File: src/rtl/cpu_pipe_pkg.sv
// Shared pipeline definitions: control-bundle layout and bubble encoding.
package cpu_pipe_pkg;

    localparam int CTRL_W = 12;

    // Control bundle bit positions
    localparam int REG_WRITE  = 0;
    localparam int MEM_TO_REG = 1;
    localparam int MEM_READ   = 2;
    localparam int MEM_WRITE  = 3;
    localparam int ALU_SRC    = 4;
    localparam int REG_DST    = 5;
    localparam int BRANCH     = 6;
    localparam int USES_RT    = 7;
    localparam int ALU_OP_LO  = 8;
    localparam int ALU_OP_HI  = 11;

    // A bubble carries no side effects: every control bit is clear.
    localparam logic [CTRL_W-1:0] BUBBLE_CTRL = '0;

endpackage

File: src/rtl/load_use_detect.sv
// Load-use hazard detect: the instruction in EX is a load whose destination
// is a source of the instruction in ID. Purely combinational.
module load_use_detect (
    input  logic       ex_valid,
    input  logic       ex_mem_read,
    input  logic [4:0] ex_rt,
    input  logic       id_valid,
    input  logic       id_uses_rt,
    input  logic [4:0] id_rs,
    input  logic [4:0] id_rt,
    output logic       lu
);

    logic rs_hit;
    logic rt_hit;

    // $zero is never a real dependency, and rt only matters when ID reads it
    always_comb begin
        rs_hit = (ex_rt == id_rs);
        rt_hit = id_uses_rt & (ex_rt == id_rt);
        lu     = ex_valid & ex_mem_read & id_valid & (ex_rt != 5'd0) & (rs_hit | rt_hit);
    end

endmodule

File: src/rtl/id_ex_stage_reg.sv
// ID/EX pipeline register with load-use stall, hold, flush and a saturating
// count of load-use bubbles.
module id_ex_stage_reg #(
    parameter int DATA_W = 32,
    parameter int CTRL_W = cpu_pipe_pkg::CTRL_W,
    parameter int CNT_W  = 32
) (
    input  logic              clk,
    input  logic              reset,
    input  logic              hold,
    input  logic              flush,
    input  logic              id_valid,
    input  logic [CTRL_W-1:0] id_ctrl,
    input  logic [DATA_W-1:0] id_pc4,
    input  logic [DATA_W-1:0] id_rs_data,
    input  logic [DATA_W-1:0] id_rt_data,
    input  logic [DATA_W-1:0] id_imm_ext,
    input  logic [4:0]        id_rs,
    input  logic [4:0]        id_rt,
    input  logic [4:0]        id_rd,
    input  logic [4:0]        id_shamt,
    output logic              id_stall,
    output logic              ex_valid,
    output logic [CTRL_W-1:0] ex_ctrl,
    output logic [DATA_W-1:0] ex_pc4,
    output logic [DATA_W-1:0] ex_rs_data,
    output logic [DATA_W-1:0] ex_rt_data,
    output logic [DATA_W-1:0] ex_imm_ext,
    output logic [4:0]        ex_rs,
    output logic [4:0]        ex_rt,
    output logic [4:0]        ex_rd,
    output logic [4:0]        ex_shamt,
    output logic [CNT_W-1:0]  bubble_cnt
);

    import cpu_pipe_pkg::*;

    logic              valid_q,   valid_d;
    logic [CTRL_W-1:0] ctrl_q,    ctrl_d;
    logic [DATA_W-1:0] pc4_q,     pc4_d;
    logic [DATA_W-1:0] rs_data_q, rs_data_d;
    logic [DATA_W-1:0] rt_data_q, rt_data_d;
    logic [DATA_W-1:0] imm_q,     imm_d;
    logic [4:0]        rs_q,      rs_d;
    logic [4:0]        rt_q,      rt_d;
    logic [4:0]        rd_q,      rd_d;
    logic [4:0]        shamt_q,   shamt_d;
    logic [CNT_W-1:0]  cnt_q,     cnt_d;
    logic              lu;

    load_use_detect u_lu (
        .ex_valid    (valid_q),
        .ex_mem_read (ctrl_q[MEM_READ]),
        .ex_rt       (rt_q),
        .id_valid    (id_valid),
        .id_uses_rt  (id_ctrl[USES_RT]),
        .id_rs       (id_rs),
        .id_rt       (id_rt),
        .lu          (lu)
    );

    // Stall upstream on hold or an unflushed load-use; quiet during reset
    always_comb begin
        id_stall = ~reset & (hold | (lu & ~flush));
    end

    // Next state: hold freezes, flush/load-use insert a zeroed bubble,
    // otherwise capture ID. Reset is applied in the flop block.
    always_comb begin
        valid_d   = id_valid;
        ctrl_d    = id_ctrl;
        pc4_d     = id_pc4;
        rs_data_d = id_rs_data;
        rt_data_d = id_rt_data;
        imm_d     = id_imm_ext;
        rs_d      = id_rs;
        rt_d      = id_rt;
        rd_d      = id_rd;
        shamt_d   = id_shamt;
        cnt_d     = cnt_q;
        if (hold) begin
            valid_d   = valid_q;
            ctrl_d    = ctrl_q;
            pc4_d     = pc4_q;
            rs_data_d = rs_data_q;
            rt_data_d = rt_data_q;
            imm_d     = imm_q;
            rs_d      = rs_q;
            rt_d      = rt_q;
            rd_d      = rd_q;
            shamt_d   = shamt_q;
        end else if (flush || lu) begin
            valid_d   = 1'b0;
            ctrl_d    = CTRL_W'(BUBBLE_CTRL);
            pc4_d     = '0;
            rs_data_d = '0;
            rt_data_d = '0;
            imm_d     = '0;
            rs_d      = '0;
            rt_d      = '0;
            rd_d      = '0;
            shamt_d   = '0;
            // only load-use bubbles are counted, and the count saturates
            if (!flush && !(&cnt_q)) begin
                cnt_d = cnt_q + CNT_W'(1);
            end
        end
    end

    // Pipeline register with synchronous reset
    always_ff @(posedge clk) begin
        if (reset) begin
            valid_q   <= 1'b0;
            ctrl_q    <= '0;
            pc4_q     <= '0;
            rs_data_q <= '0;
            rt_data_q <= '0;
            imm_q     <= '0;
            rs_q      <= '0;
            rt_q      <= '0;
            rd_q      <= '0;
            shamt_q   <= '0;
            cnt_q     <= '0;
        end else begin
            valid_q   <= valid_d;
            ctrl_q    <= ctrl_d;
            pc4_q     <= pc4_d;
            rs_data_q <= rs_data_d;
            rt_data_q <= rt_data_d;
            imm_q     <= imm_d;
            rs_q      <= rs_d;
            rt_q      <= rt_d;
            rd_q      <= rd_d;
            shamt_q   <= shamt_d;
            cnt_q     <= cnt_d;
        end
    end

    assign ex_valid   = valid_q;
    assign ex_ctrl    = ctrl_q;
    assign ex_pc4     = pc4_q;
    assign ex_rs_data = rs_data_q;
    assign ex_rt_data = rt_data_q;
    assign ex_imm_ext = imm_q;
    assign ex_rs      = rs_q;
    assign ex_rt      = rt_q;
    assign ex_rd      = rd_q;
    assign ex_shamt   = shamt_q;
    assign bubble_cnt = cnt_q;

endmodule

File: config.mk
export PLATFORM = sky130hd
export DESIGN_NAME = id_ex_stage_reg
export DESIGN_NICKNAME = d
export VERILOG_FILES = /design/src/rtl/cpu_pipe_pkg.sv /design/src/rtl/load_use_detect.sv /design/src/rtl/id_ex_stage_reg.sv
export SDC_FILE = /design/constraint.sdc
export NUM_CORES = 1
export LEC_CHECK = 0
export BUFFER_PORTS_ARGS = -buffer_cell sky130_fd_sc_hd__buf_2
export CORE_AREA = 2 2 140 142
export DETAILED_ROUTE_END_ITERATION = 10
export DIE_AREA = 0 0 142 144
export MAX_ROUTING_LAYER = met4
export PLACE_DENSITY = 0.68
export SYNTH_ARGS = -nofsm -noshare
export SYNTH_HDL_FRONTEND = slang
export SYNTH_SLANG_ARGS = --single-unit
File: constraint.sdc
create_clock -name clk -period 5.74 [get_ports clk]
set_input_delay 0.861 -clock clk [delete_from_list [all_inputs] [get_ports clk]]
set_output_delay 0.861 -clock clk [all_outputs]
set_load 0.02 [all_outputs]
-- Word level (Yosys, flattened, before mapping)
Cells that the tools add are included.
- add/sub/neg operators: 1
- equality and inequality tests: 2
- reductions and logical operators: 7
- bitwise operators: 12
- mux-type cells: 10
- operators with widths (kind ; number):
    $mux 32 ; 4
    $add 32x1->32 const B ; 1
    $reduce_and 32->1 ; 1
    $mux 5 ; 4
    $mux 12 ; 1
    $eq 5x5->1 ; 2
    $and 1x1->1 ; 7
    $reduce_bool 5->1 ; 1
    $not 1->1 ; 3
    $reduce_and 3->1 ; 1
    $logic_not 1->1 ; 2
    $or 1x1->1 ; 2
    $logic_and 1x1->1 ; 1
    $logic_or 1x1->1 ; 1
    $mux 1 ; 1
- input port bits: 165
- register bits after elaboration: 193

-- Depth between registers and ports, before layout
Gate-level depths: netlist (run 1).
- depth in word-level cells: 7
- gate-level depth with buffers: 8
- depth with buffers taken out: 7

-- By module
Synthesis (run 1) repeated with hierarchy kept, for this count alone.
- cells, all modules: 761
- area total of the unflattened synthesis: 7071.8 um2
- by module, submodules not included (module ; area an instance (um2) ; sequential area each (um2) ; times used ; cells each):
    id_ex_stage_reg ; 6941.7 ; 3863.7 ; 1 ; 744
    load_use_detect ; 130.1 ; 0.0 ; 1 ; 17

-- Least setup slack after synthesis (run 1)
OpenSTA, ideal clock, no wires.
- path type: input -> output
- start: input port id_rs[4]
- end: output port id_stall
- data required time: 4.879 ns
- arrival: 2.251 ns
- cell stages on the path: 7
- setup slack: 2.628 ns
- cells stage by stage: xnor2_1 nand3_1 o22ai_1 buf_2 buf_1 a31oi_1 nor2_1
- longest elaborated chain between the ends: 6
- RTL lines (what ; line ; text):
    start: declaration ; id_ex_stage_reg.sv:18 ; input logic [4:0] id_rs,
    $eq 5x5->1 ; load_use_detect.sv:19 ; rs_hit = (ex_rt == id_rs);
    $or 1x1->1 ; load_use_detect.sv:21 ; lu = ex_valid & ex_mem_read & id_valid & (ex_rt != 5'd0) & (rs_hit | rt_hit);
    $and 1x1->1 ; load_use_detect.sv:21 ;
    $and 1x1->1 ; id_ex_stage_reg.sv:64 ; id_stall = ~reset & (hold | (lu & ~flush));
    $or 1x1->1 ; id_ex_stage_reg.sv:64 ;
    $and 1x1->1 ; id_ex_stage_reg.sv:64 ;
    end: declaration ; id_ex_stage_reg.sv:22 ; output logic id_stall,
No other way between the ends.

-- Worst setup path after layout (run 1)
Ends and elaborated chain as after synthesis.

==> results of run 1 <==
[critical path, cell delays in order]
cell	delay [ns]
buf_2	0.11
xnor2_1	0.13
nand3_1	0.15
o22ai_1	0.23
buf_4	0.28
a31oi_1	0.12
nor2_1	0.10
buf_2	0.18
[registers in the layout, indices dropped and copies added (netlist names), 12 cells and up]
register    count
ex_ctrl        12
ex_pc4         32
ex_imm_ext     32
bubble_cnt     32
ex_rs_data     32
ex_rt_data     32
[power by group through the flow]
stage	Combinational, uW	Sequential [uW]	Clock, uW
floorplan	122	1490	0
global placement	294	1430	0
detailed placement	296	1440	0
CTS	296	1400	1190
global route	321	1410	1250
finish	294	1400	1160
[Yosys cell counts, types with 2 or more instances]
master | count | area (um^2)
nor4_1 | 2 | 12.51
or4_1 | 3 | 22.52
mux2_2 | 2 | 22.52
buf_2 | 8 | 40.04
and3_1 | 9 | 56.30
nor4b_1 | 2 | 17.52
xnor2_1 | 14 | 122.6
inv_1 | 3 | 11.26
clkbuf_1 | 40 | 150.1
a2111oi_1 | 2 | 20.02
o21ai_0 | 8 | 40.04
a31oi_1 | 3 | 18.77
a21oi_1 | 11 | 55.05
and4_1 | 6 | 52.55
dfxtp_1 | 193 | 3864
nor2_1 | 192 | 720.7
or3_1 | 9 | 56.30
xor2_1 | 12 | 105.1
o31ai_1 | 3 | 22.52
nand4_1 | 10 | 62.56
buf_6 | 10 | 112.6
a22oi_1 | 161 | 1209
o211ai_1 | 2 | 15.01
nor3_1 | 3 | 15.01
nor2b_1 | 3 | 18.77
nand2_1 | 11 | 41.29
nand3_1 | 20 | 100.1
and2_1 | 3 | 18.77
or2_2 | 2 | 12.51
[per-stage QoR]
stage	instances	hold slack [ns]	util, %	total power (uW)
after floorplan	762	0.4969	-	1608
after global placement	1303	0.4865	47.13	1728
after detailed placement	1303	0.4935	47.13	1731
after CTS	1335	0.5134	50.14	2886
after global routing	1335	0.5297	50.14	2978
final	1335	0.5070	50.14	2856
[kinds of logic after synthesis]
group | after synthesis
compound gates | 194
xor+xnor | 26
fa+ha+maj | 1
buf+inv | 64
flops | 193
mux | 4
simple gates | 280
[final cells by class]
class	instances	area [um^2]	area share, %
Sequential cell	193	3864	40.39
Multi-Input combinational cell	505	2978	31.13
Timing Repair Buffer	363	1838	19.21
Clock buffer	19	432.9	4.525
Tap cell	238	297.8	3.113
Clock inverter	13	141.4	1.478
Inverter	4	15.01	0.1569
[worst paths after layout]
path              slack (ns)  cells after the start  startpoint          to
hold / removal          0.51                      2   ex_pc4[1]   ex_pc4[1]
hold reg to reg         0.51                      2   ex_pc4[1]   ex_pc4[1]
setup / recovery        2.72                      8    id_rs[4]    id_stall
setup reg to reg        3.06                      7    ex_rt[0]  ex_pc4[18]
[per-layer routing]
metal | GRT usage (%) | up-vias
li1 | - | 3372
met1 | 26.97 | 3214
met2 | 29.85 | 262
met3 | 3.841 | 33
met4 | 8.421 | 0
met5 | - | -
==> metrics.txt, run 1 <==
Syn Area/Cell=9.400 um^2; Seq cells post-synth=193; via count=6881; syn_nets=928; asr flop ratio synth=0%; Hold Vio Cnt, Final=0; clock latency on the worst-skew pair=0.44 ns; synthesized netlist cell count=762; Adder-Cell Fraction of Synth Area=0.1747%; Max Cap Violations=0; Cell Area, Placed=0.008992 mm^2; H-tree lvl count=4; root buf cell=clkbuf_16; sequential power share=49.2%; Worst Tran Pin Value=1.117 ns; P per Cell Area=298.5 mW/mm^2; antenna violations before repair=0; commonest cells after routing, fill and taps aside=buf_2, dfxtp_1, nor2_1; first-pass GRT wire length=31950 um; Synth Area in Compound Gates=19.72%; num rows=51; largest family of logic cells by synthesized area=compound AO/OA/AOI/OAI gates; Net Sw Frac=27.27%; input/output buffers=358; post-CTS sizing=0; YS warnings=0; Hold WC Path Type=reg2reg; Clock Power Share=40.5%; register area share after synthesis=53.94%; grt ovf=0; CTS buffer count=17; final setup violation count=0; area grow syn2layout=33.55%; Worst Setup Path Type=in2out; number of flops mapped to enable cells by yosys=0; Core ar.=0.01908 mm^2; combinational power share=10.3%; Net Switching=778.8 uW; CP max FO=22; Post-CTS Hold Fix Bufs=0; vias in the first global route=6132; design area=0.009567 mm^2; Filler cells=1802; DRC=0; Antenna Diode Count=0; CTS sink cnt=193; startpoint types=input pin; most common cell after layout, fill and taps aside=buf_2; total track usage=20.12%; Pint=2077 uW; Final Wtd Congestion=0.7988; Initial Util=37.54%; peak supply drop=0.1899 mV; Max-Slew Margin vs Limit=25.53%; setup TNS after final layout=0 ns; Avg WL per Cell=15.86 um; Synth cell types=44; Routed Antenna Nets=0; Die Y=144 um; M1 wire length=9421 um; count of pins over their slew limit=0; Post-CTS Setup Bufs=0; die area=0.02045 mm^2; Synth Area in XOR/XNOR=3.179%; Final period util=52.59%; largest net degree at the start of global routing=103; Iter 0 DRT Violations=465; Die X=142 um; synthesized area=0.007163 mm^2; Longest Clk Path Bufs=2; status=finished, final reports clean; Clock Skew=0.01715 ns; met3 wire length=1146 um; Top Ports=359; multiplexer share of the synthesized area=0.6114%; post-DP HPWL=14590 um; DP Worst Slack=2.717 ns; share of cells above drive strength 1=36.83%; CP Capture Type=primary output; DR vias/cell=5.154; fmax=331.3 MHz; Primary FF master, synth=dfxtp_1; 1st-pass router iterations=4; max layer used=met4; Reg clk slew, reported paths=0.07 ns; Data required, critical path=4.88 ns; CTS tree=built; Lkg Pwr=0.004468 uW; routed wire length=21170 um; final worst slack=2.722 ns; CP arrival=2.16 ns; met2 wire length=10150 um; Tmin final=3.018 ns; RSZ-0062 raised after global routing=no; NumNets Final=1250; Synth Area in Simple Gates=17.78%
(Power assumes the default switching activity.)
==> inputs of run 2 (changes only) <==
- ABC_AREA: not set -> 1
- CORE_AREA: 2 2 140 142 -> 2 2 139 141
- DIE_AREA: 0 0 142 144 -> 0 0 141 143
- PLACE_DENSITY: 0.68 -> 0.75
- clock period: 5.74 -> 2.9 ns (I/O delays scaled with it)
==> run 2 against run 1 <==
Synthesized cell count rose by 46%. Clock-buffer cell count fell by 1. Via count up 25%. Combinational power increased by 110%. Sequential share of layout area is 3.6 points lower. Cell area is 9.8% higher. Die area decreased by 1.4%. Largest cell class unchanged. Largest power group unchanged. Highest routed layer unchanged.
==> metrics.txt, run 2 <==
Net Switching=1604 uW (was 778.8 uW); FF-to-FF setup slack=0.45 ns (was 3.06 ns); Seq cells post-synth=193 (unchanged); Net Sw Frac=27.66% (was 27.27%); setup TNS after final layout=0 ns (unchanged); CTS sink cnt=193 (unchanged); Iter 0 DRT Violations=707 (was 465); register area share after synthesis=47.65% (was 53.94%); CP Capture Type=primary output (unchanged); YS warnings=0 (unchanged); P per Cell Area=551.7 mW/mm^2 (was 298.5 mW/mm^2); number of flops mapped to enable cells by yosys=0 (unchanged); CTS tree=built (unchanged); Post-synth top cells=nand2_1, dfxtp_1, a21oi_1 (was dfxtp_1, nor2_1, a22oi_1); sequential power share=47.9% (was 49.2%); vias in the first global route=7866 (was 6132); placed cell count=1627 (was 1303); share of the synthesized area in the top cell type=47.65% (was 53.94%); Worst Setup Path Type=reg2out (was in2out); Max-Slew Margin vs Limit=47.05% (was 25.53%); Hold WC Path Type=in2reg (was reg2reg); DR vias/cell=5.195 (was 5.154); antenna violations before repair=2 (was 0); Final period util=89.60%; fmax=384.8 MHz; Clock Power Share=41.3% (was 40.5%); root buf cell=clkbuf_16 (unchanged); num rows=50 (was 51); input/output buffers=358 (unchanged); Lkg Pwr=0.004666 uW (was 0.004468 uW); Max Cap Violations=0 (unchanged); most common cell after layout, fill and taps aside=buf_2 (unchanged); Die X=141 um (was 142 um); routed wire length=26650 um (was 21170 um); main area contributors after synthesis=dfxtp_1, nand2_1, a21oi_1, nand3_1, clkbuf_1 (was dfxtp_1, a22oi_1, nor2_1, clkbuf_1, xnor2_1); Final Wtd Congestion=0.9333 (was 0.7988); most common cell in the netlist=nand2_1 (was dfxtp_1); HP Start=id_rt_data[19] (was ex_pc4[1]); CP arrival=2.16 ns (about the same); CP max FO=14 (was 22); RR Endpoint=bubble_cnt[29] (was ex_pc4[18]); syn_nets=1275 (was 928); Worst Tran Pin Value=0.7924 ns (was 1.117 ns); via count=8634 (was 6881); total track usage=26.06% (was 20.12%); share of cells above drive strength 1=28.98% (was 36.83%); Core ar.=0.01858 mm^2 (was 0.01908 mm^2); Die Y=143 um (was 144 um); post-DP HPWL=18400 um (was 14590 um); Primary FF master, synth=dfxtp_1 (unchanged); Synth cell types=27 (was 44); final setup violation count=0 (unchanged); RSZ-0062 raised after global routing=no (unchanged); Reg clk slew, reported paths=0.08 ns (was 0.07 ns); commonest cells after routing, fill and taps aside=buf_2, nand2_1, dfxtp_1 (was buf_2, dfxtp_1, nor2_1); Top Ports=359 (unchanged); 1st-pass router iterations=5 (was 4); first-pass GRT wire length=40980 um (was 31950 um); Clock Skew=0.01463 ns (was 0.01715 ns); Initial Util=43.64% (was 37.54%); Avg WL per Cell=16.04 um (was 15.86 um); worst hold path stage count=3 (was 2); asr flop ratio synth=0% (unchanged); Tmin final=2.598 ns; synthesized area=0.008108 mm^2 (was 0.007163 mm^2); Routed Antenna Nets=0 (unchanged); worst-case reg-to-reg path depth=10 (was 7); die area=0.02016 mm^2 (was 0.02045 mm^2); startpoint types=flip-flop (was input pin); H-tree lvl count=4 (unchanged); Worst Hold Endpoint=ex_rt_data[19] (was ex_pc4[1]); Longest Clk Path Bufs=2 (unchanged); combinational power share=10.8% (was 10.3%); largest net degree at the start of global routing=162 (was 103); Post-CTS Hold Fix Bufs=0 (unchanged); Data required, critical path=2.47 ns (was 4.88 ns); clock latency on the worst-skew pair=0.44 ns (about the same); Pint=4194 uW (was 2077 uW); grt ovf=0 (unchanged); NumNets Final=1578 (was 1250); reg2reg start=bubble_cnt[1] (was ex_rt[0]); Layout Cells excl Fill=1662 (was 1335); CTS buffer count=17 (unchanged); synthesized netlist cell count=1109 (was 762); DRC=0 (unchanged); Filler cells=1780 (was 1802); status=finished, final reports clean (unchanged); Post-CTS Setup Bufs=0 (unchanged); post-CTS sizing=0 (unchanged); Hold Vio Cnt, Final=0 (unchanged); peak supply drop=0.3854 mV (was 0.1899 mV); Syn Area/Cell=7.311 um^2 (was 9.400 um^2); leading area contributor after synthesis=dfxtp_1 (unchanged); count of pins over their slew limit=0 (unchanged); area grow syn2layout=29.61% (was 33.55%)
## run 2: cell types whose count changed in the layout (fill, tap and decap cells not counted), moves of 9 or more
cell / previous run / this run
and3_1: 9 / 0
nor2_1: 192 / 42
or3_1: 9 / 0
xnor2_1: 14 / 4
o21ai_0: 8 / 26
a22oi_1: 161 / 0
a21oi_1: 11 / 192
nand3_1: 20 / 179
nand2_1: 11 / 303
nor3_1: 3 / 12
inv_1: 3 / 28
## run 2: worst max-delay path: stages (launching register included)
cell,delay (ns)
dfxtp_1,0.44
inv_2,0.09
nand2_1,0.06
nand2_1,0.05
nor2_1,0.13
nand3_1,0.09
nand2_1,0.15
nand3_2,0.26
a21oi_1,0.24
buf_2,0.22
## run 2: how the worst max path moves through the flow
stage	startpoint	slack, ns	to	cells after the start
finish	ex_rt[1]	0.30	id_stall	9
global route	ex_rt[1]	0.15	id_stall	9
floorplan	ex_rt[4]	0.80	id_stall	9
global placement	id_rt[1]	0.58	bubble_cnt[0]	12
detailed placement	id_rt[0]	0.54	bubble_cnt[25]	11
CTS	ex_rt[1]	0.31	id_stall	9
## run 2: per-layer routing
metal / global-route usage, % / vias to the layer above / part of all wire [%] / routed length [um]
li1: - / 4287 / - / -
met4: 9.632 / 0 / 2.6 / 698
met3: 7.009 / 48 / 6.7 / 1795
met5: - / - / 0 / 0
met2: 41.39 / 303 / 49 / 12960
met1: 31.99 / 3996 / 42 / 11200
## run 2: layout make-up
| cell class | count | area (um^2) | area share (%) |
|---|---|---|---|
| Sequential cell | 193 | 3864 | 36.77 |
| Multi-Input combinational cell | 798 | 3695 | 35.16 |
| Timing Repair Buffer | 367 | 1918 | 18.25 |
| Clock buffer | 18 | 429.2 | 4.084 |
| Tap cell | 234 | 292.8 | 2.786 |
| Clock inverter | 14 | 168.9 | 1.607 |
| Inverter | 35 | 133.9 | 1.274 |
| Antenna cell | 3 | 7.507 | 0.07144 |
## run 2: metrics by stage
stage	utilization [%]	area [um^2]	hold WS [ns]	setup WS [ns]	total power [uW]
final	56.56	10510	0.2581	0.3016	5798
after global routing	56.55	10510	0.2431	0.1539	6024
after CTS	56.52	10500	0.2389	0.3087	5852
after detailed placement	53.30	9903	0.4455	0.5353	3465
after global placement	53.30	9903	0.4395	0.5815	3460
after floorplan	-	8108	0.4593	0.7962	3205
## run 2: power by group through the flow
stage / clock [uW] / combinational (uW) / sequential (uW)
2_1_floorplan: 0 / 264 / 2940
3_3_place_gp: 0 / 627 / 2830
3_5_place_dp: 0 / 629 / 2840
4_1_cts: 2450 / 630 / 2780
5_1_grt: 2560 / 683 / 2790
6_report: 2390 / 629 / 2780
## run 2: cells by family (layout without fill, tap and decap cells)
kind of cell	Yosys count	after routing	synth area share [%]
adder cells (fa/ha/maj)	1	1	0.1543
other	0	3	0
AND/OR/NAND/NOR	555	555	29.52
XOR/XNOR	17	17	1.836
buffers and inverters	118	434	6.775
flip-flops	193	193	47.65
AO/OA/AOI/OAI	225	225	14.06
==> inputs of run 3 (changes only) <==
- CORE_AREA: 2 2 139 141 -> not set
- CORE_ASPECT_RATIO: not set -> 0.9
- CORE_MARGIN: not set -> 2
- CORE_UTILIZATION: not set -> 30
- DIE_AREA: 0 0 141 143 -> not set
- PLACE_DENSITY: 0.75 -> not set
==> run 3 against run 2 <==
Sequential power hardly changed. Clock skew rose by 0.0036 ns. Largest power group unchanged. Utilization is 17 points lower. Via count is 0.15% higher. Hold slack is essentially flat. Global-route usage down 6.6 points. Clock-buffer cell count fell by 1. Die area increased by 41%. Register-to-register slack improved by 0.07 ns. Critical path depth stayed put. Flip-flop and latch count stayed put. Largest cell class unchanged. Combinational power grew 0.6%.
==> metrics.txt, run 3 (synthesized netlist as in run 2, its figures left out) <==
status=finished, final reports clean (unchanged); worst hold path stage count=3 (unchanged); H-tree lvl count=4 (unchanged); input/output buffers=358 (unchanged); Routed Antenna Nets=0 (unchanged); peak supply drop=0.3013 mV (was 0.3854 mV); clock latency on the worst-skew pair=0.43 ns (was 0.44 ns); first-pass GRT wire length=43100 um (was 40980 um); area grow syn2layout=31.64% (was 29.61%); RR Endpoint=bubble_cnt[5] (was bubble_cnt[29]); DP Worst Slack=0.5449 ns (was 0.5353 ns); post-CTS sizing=0 (unchanged); CP Launch Point=ex_rt[4] (was ex_rt[1]); Tot Pwr=5846 uW (was 5798 uW); RSZ-0062 raised after global routing=no (unchanged); worst hold margin=0.2583 ns (was 0.2581 ns); Final Wtd Congestion=0.9441 (was 0.9333); Layout Cells excl Fill=1779 (was 1662); Die Y=160.0 um (was 143 um); Clock Skew=0.01823 ns (was 0.01463 ns); max incr delay on CP=0.43 ns (was 0.44 ns); CP max FO=6 (was 14); startpoint types=flip-flop (unchanged); critical path's slowest cell=a21oi_1 (was dfxtp_1); Iter 0 DRT Violations=610 (was 707); Longest Clk Path Bufs=2 (unchanged); total track usage=19.43% (was 26.06%); FF-to-FF setup slack=0.52 ns (was 0.45 ns); reg2reg start=bubble_cnt[1] (unchanged); largest net degree at the start of global routing=162 (unchanged); setup TNS after final layout=0 ns (unchanged); Core ar.=0.02682 mm^2 (was 0.01858 mm^2); post-DP HPWL=18430 um (was 18400 um); CP Cell Sequence=inv_1 -> nand2_1 -> nand2_1 -> nor2_1 -> nand3_1 -> nand2_1 -> nand3_2 -> a21oi_1 -> buf_2 (was inv_2 -> nand2_1 -> nand2_1 -> nor2_1 -> nand3_1 -> nand2_1 -> nand3_2 -> a21oi_1 -> buf_2); die area=0.02836 mm^2 (was 0.02016 mm^2); Post-CTS Hold Fix Bufs=0 (unchanged); CP arrival=2.17 ns (was 2.16 ns); CP dominant cell by count=nand2_1 (unchanged); Worst Tran Pin Value=0.8422 ns (was 0.7924 ns); P per Cell Area=547.8 mW/mm^2 (was 551.7 mW/mm^2); Die X=177.3 um (was 141 um); placed cell count=1746 (was 1627); routed wire length=27460 um (was 26650 um); 1st-pass router iterations=5 (unchanged); Hold Vio Cnt, Final=0 (unchanged); via count=8647 (was 8634); root buf cell=clkbuf_16 (unchanged); final setup violation count=0 (unchanged); Max Cap Violations=0 (unchanged); worst-case reg-to-reg path depth=10 (unchanged); Top Ports=359 (unchanged); Max-Slew Margin vs Limit=43.85% (was 47.05%); NumNets Final=1577 (was 1578); CTS tree=built (unchanged); DR vias/cell=4.861 (was 5.195); Tmin final=2.608 ns (was 2.598 ns); Lkg Pwr=0.004671 uW (was 0.004666 uW); num rows=57 (was 50); Worst Hold Endpoint=ex_rt_data[22] (was ex_rt_data[19]); vias in the first global route=8146 (was 7866); CTS buffer count=17 (unchanged); grt ovf=0 (unchanged); fmax=383.4 MHz (was 384.8 MHz); Avg WL per Cell=15.44 um (was 16.04 um); Hold WC Path Type=in2reg (unchanged); share of cells above drive strength 1=29.00% (was 28.98%); CTS sink cnt=193 (unchanged); Worst Setup Path Type=reg2out (unchanged); HP Start=id_rt_data[22] (was id_rt_data[19]); antenna violations before repair=1 (was 2); Reg clk slew, reported paths=0.09 ns (was 0.08 ns); most common cell after layout, fill and taps aside=buf_2 (unchanged); final worst slack=0.2917 ns (was 0.3016 ns); Initial Util=30.24% (was 43.64%); CP Capture Type=primary output (unchanged); DRC=0 (unchanged); Final period util=89.94% (was 89.60%); Data required, critical path=2.47 ns (about the same); Filler cells=2906 (was 1780); count of pins over their slew limit=0 (unchanged); Post-CTS Setup Bufs=0 (unchanged); commonest cells after routing, fill and taps aside=buf_2, nand2_1, dfxtp_1 (unchanged)
## run 3: changes by cell type in the layout (fill, tap and decap cells not counted), sizes merged
cell      before  now
clkinv         4    9
diode          3    1
inv           43   41
buf          367  366
bufinv         1    0
clkbuf        18   17
clkinvlp       1    0
## run 3: area by class of cell
cell class	count	area [um^2]	share of cell area, %
inverters	35	133.9	1.254
diodes	1	2.502	0.02345
multi-input cells	798	3695	34.62
flip-flops and latches	193	3864	36.20
clock buffers	17	425.4	3.986
clock inverters	15	186.4	1.747
repair buffers	366	1923	18.02
well taps	354	442.9	4.150
## run 3: critical path, delay by kind of cell, from the launching register on
family                 cells  cell delay, ns
and+or+nand+nor            6            0.55
AOI/OAI and AO/OA          1            0.43
DFF                        1            0.42
buffers and inverters      2            0.34
## run 3: per-layer routing
layer  share of wire (%)  vias up  wire, um  global-route usage [%]
li1                    -     4283         -                       -
met1                  43     4025     11920                   24.57
met2                  48      284     13170                   30.46
met3                 5.5       55      1500                   4.333
met4                 3.2        0       869                   6.893
met5                   0        -         0                       -
## run 3: worst max-delay path by stage
stage	endpoint	slack, ns	cells after the start
4_1_cts	id_stall	0.27	9
3_5_place_dp	bubble_cnt[2]	0.54	12
6_report	id_stall	0.29	9
3_3_place_gp	bubble_cnt[13]	0.60	12
5_1_grt	id_stall	0.14	9
2_1_floorplan	id_stall	0.80	9
## run 3: report_power, final
part           leakage (uW)  total (uW)  internal [uW]  switching, uW
sequential          0.00157        2780           2730           42.6
clock              0.000295        2440           1180           1260
combinational       0.00280         633            224            409
## run 3: per-stage QoR
stage               cell area [um^2]  util [%]
finish                         10670     39.80
global route                   10670     39.80
CTS                            10670     39.79
detailed placement             10060     37.51
global placement               10060     37.51
floorplan                       8108         -
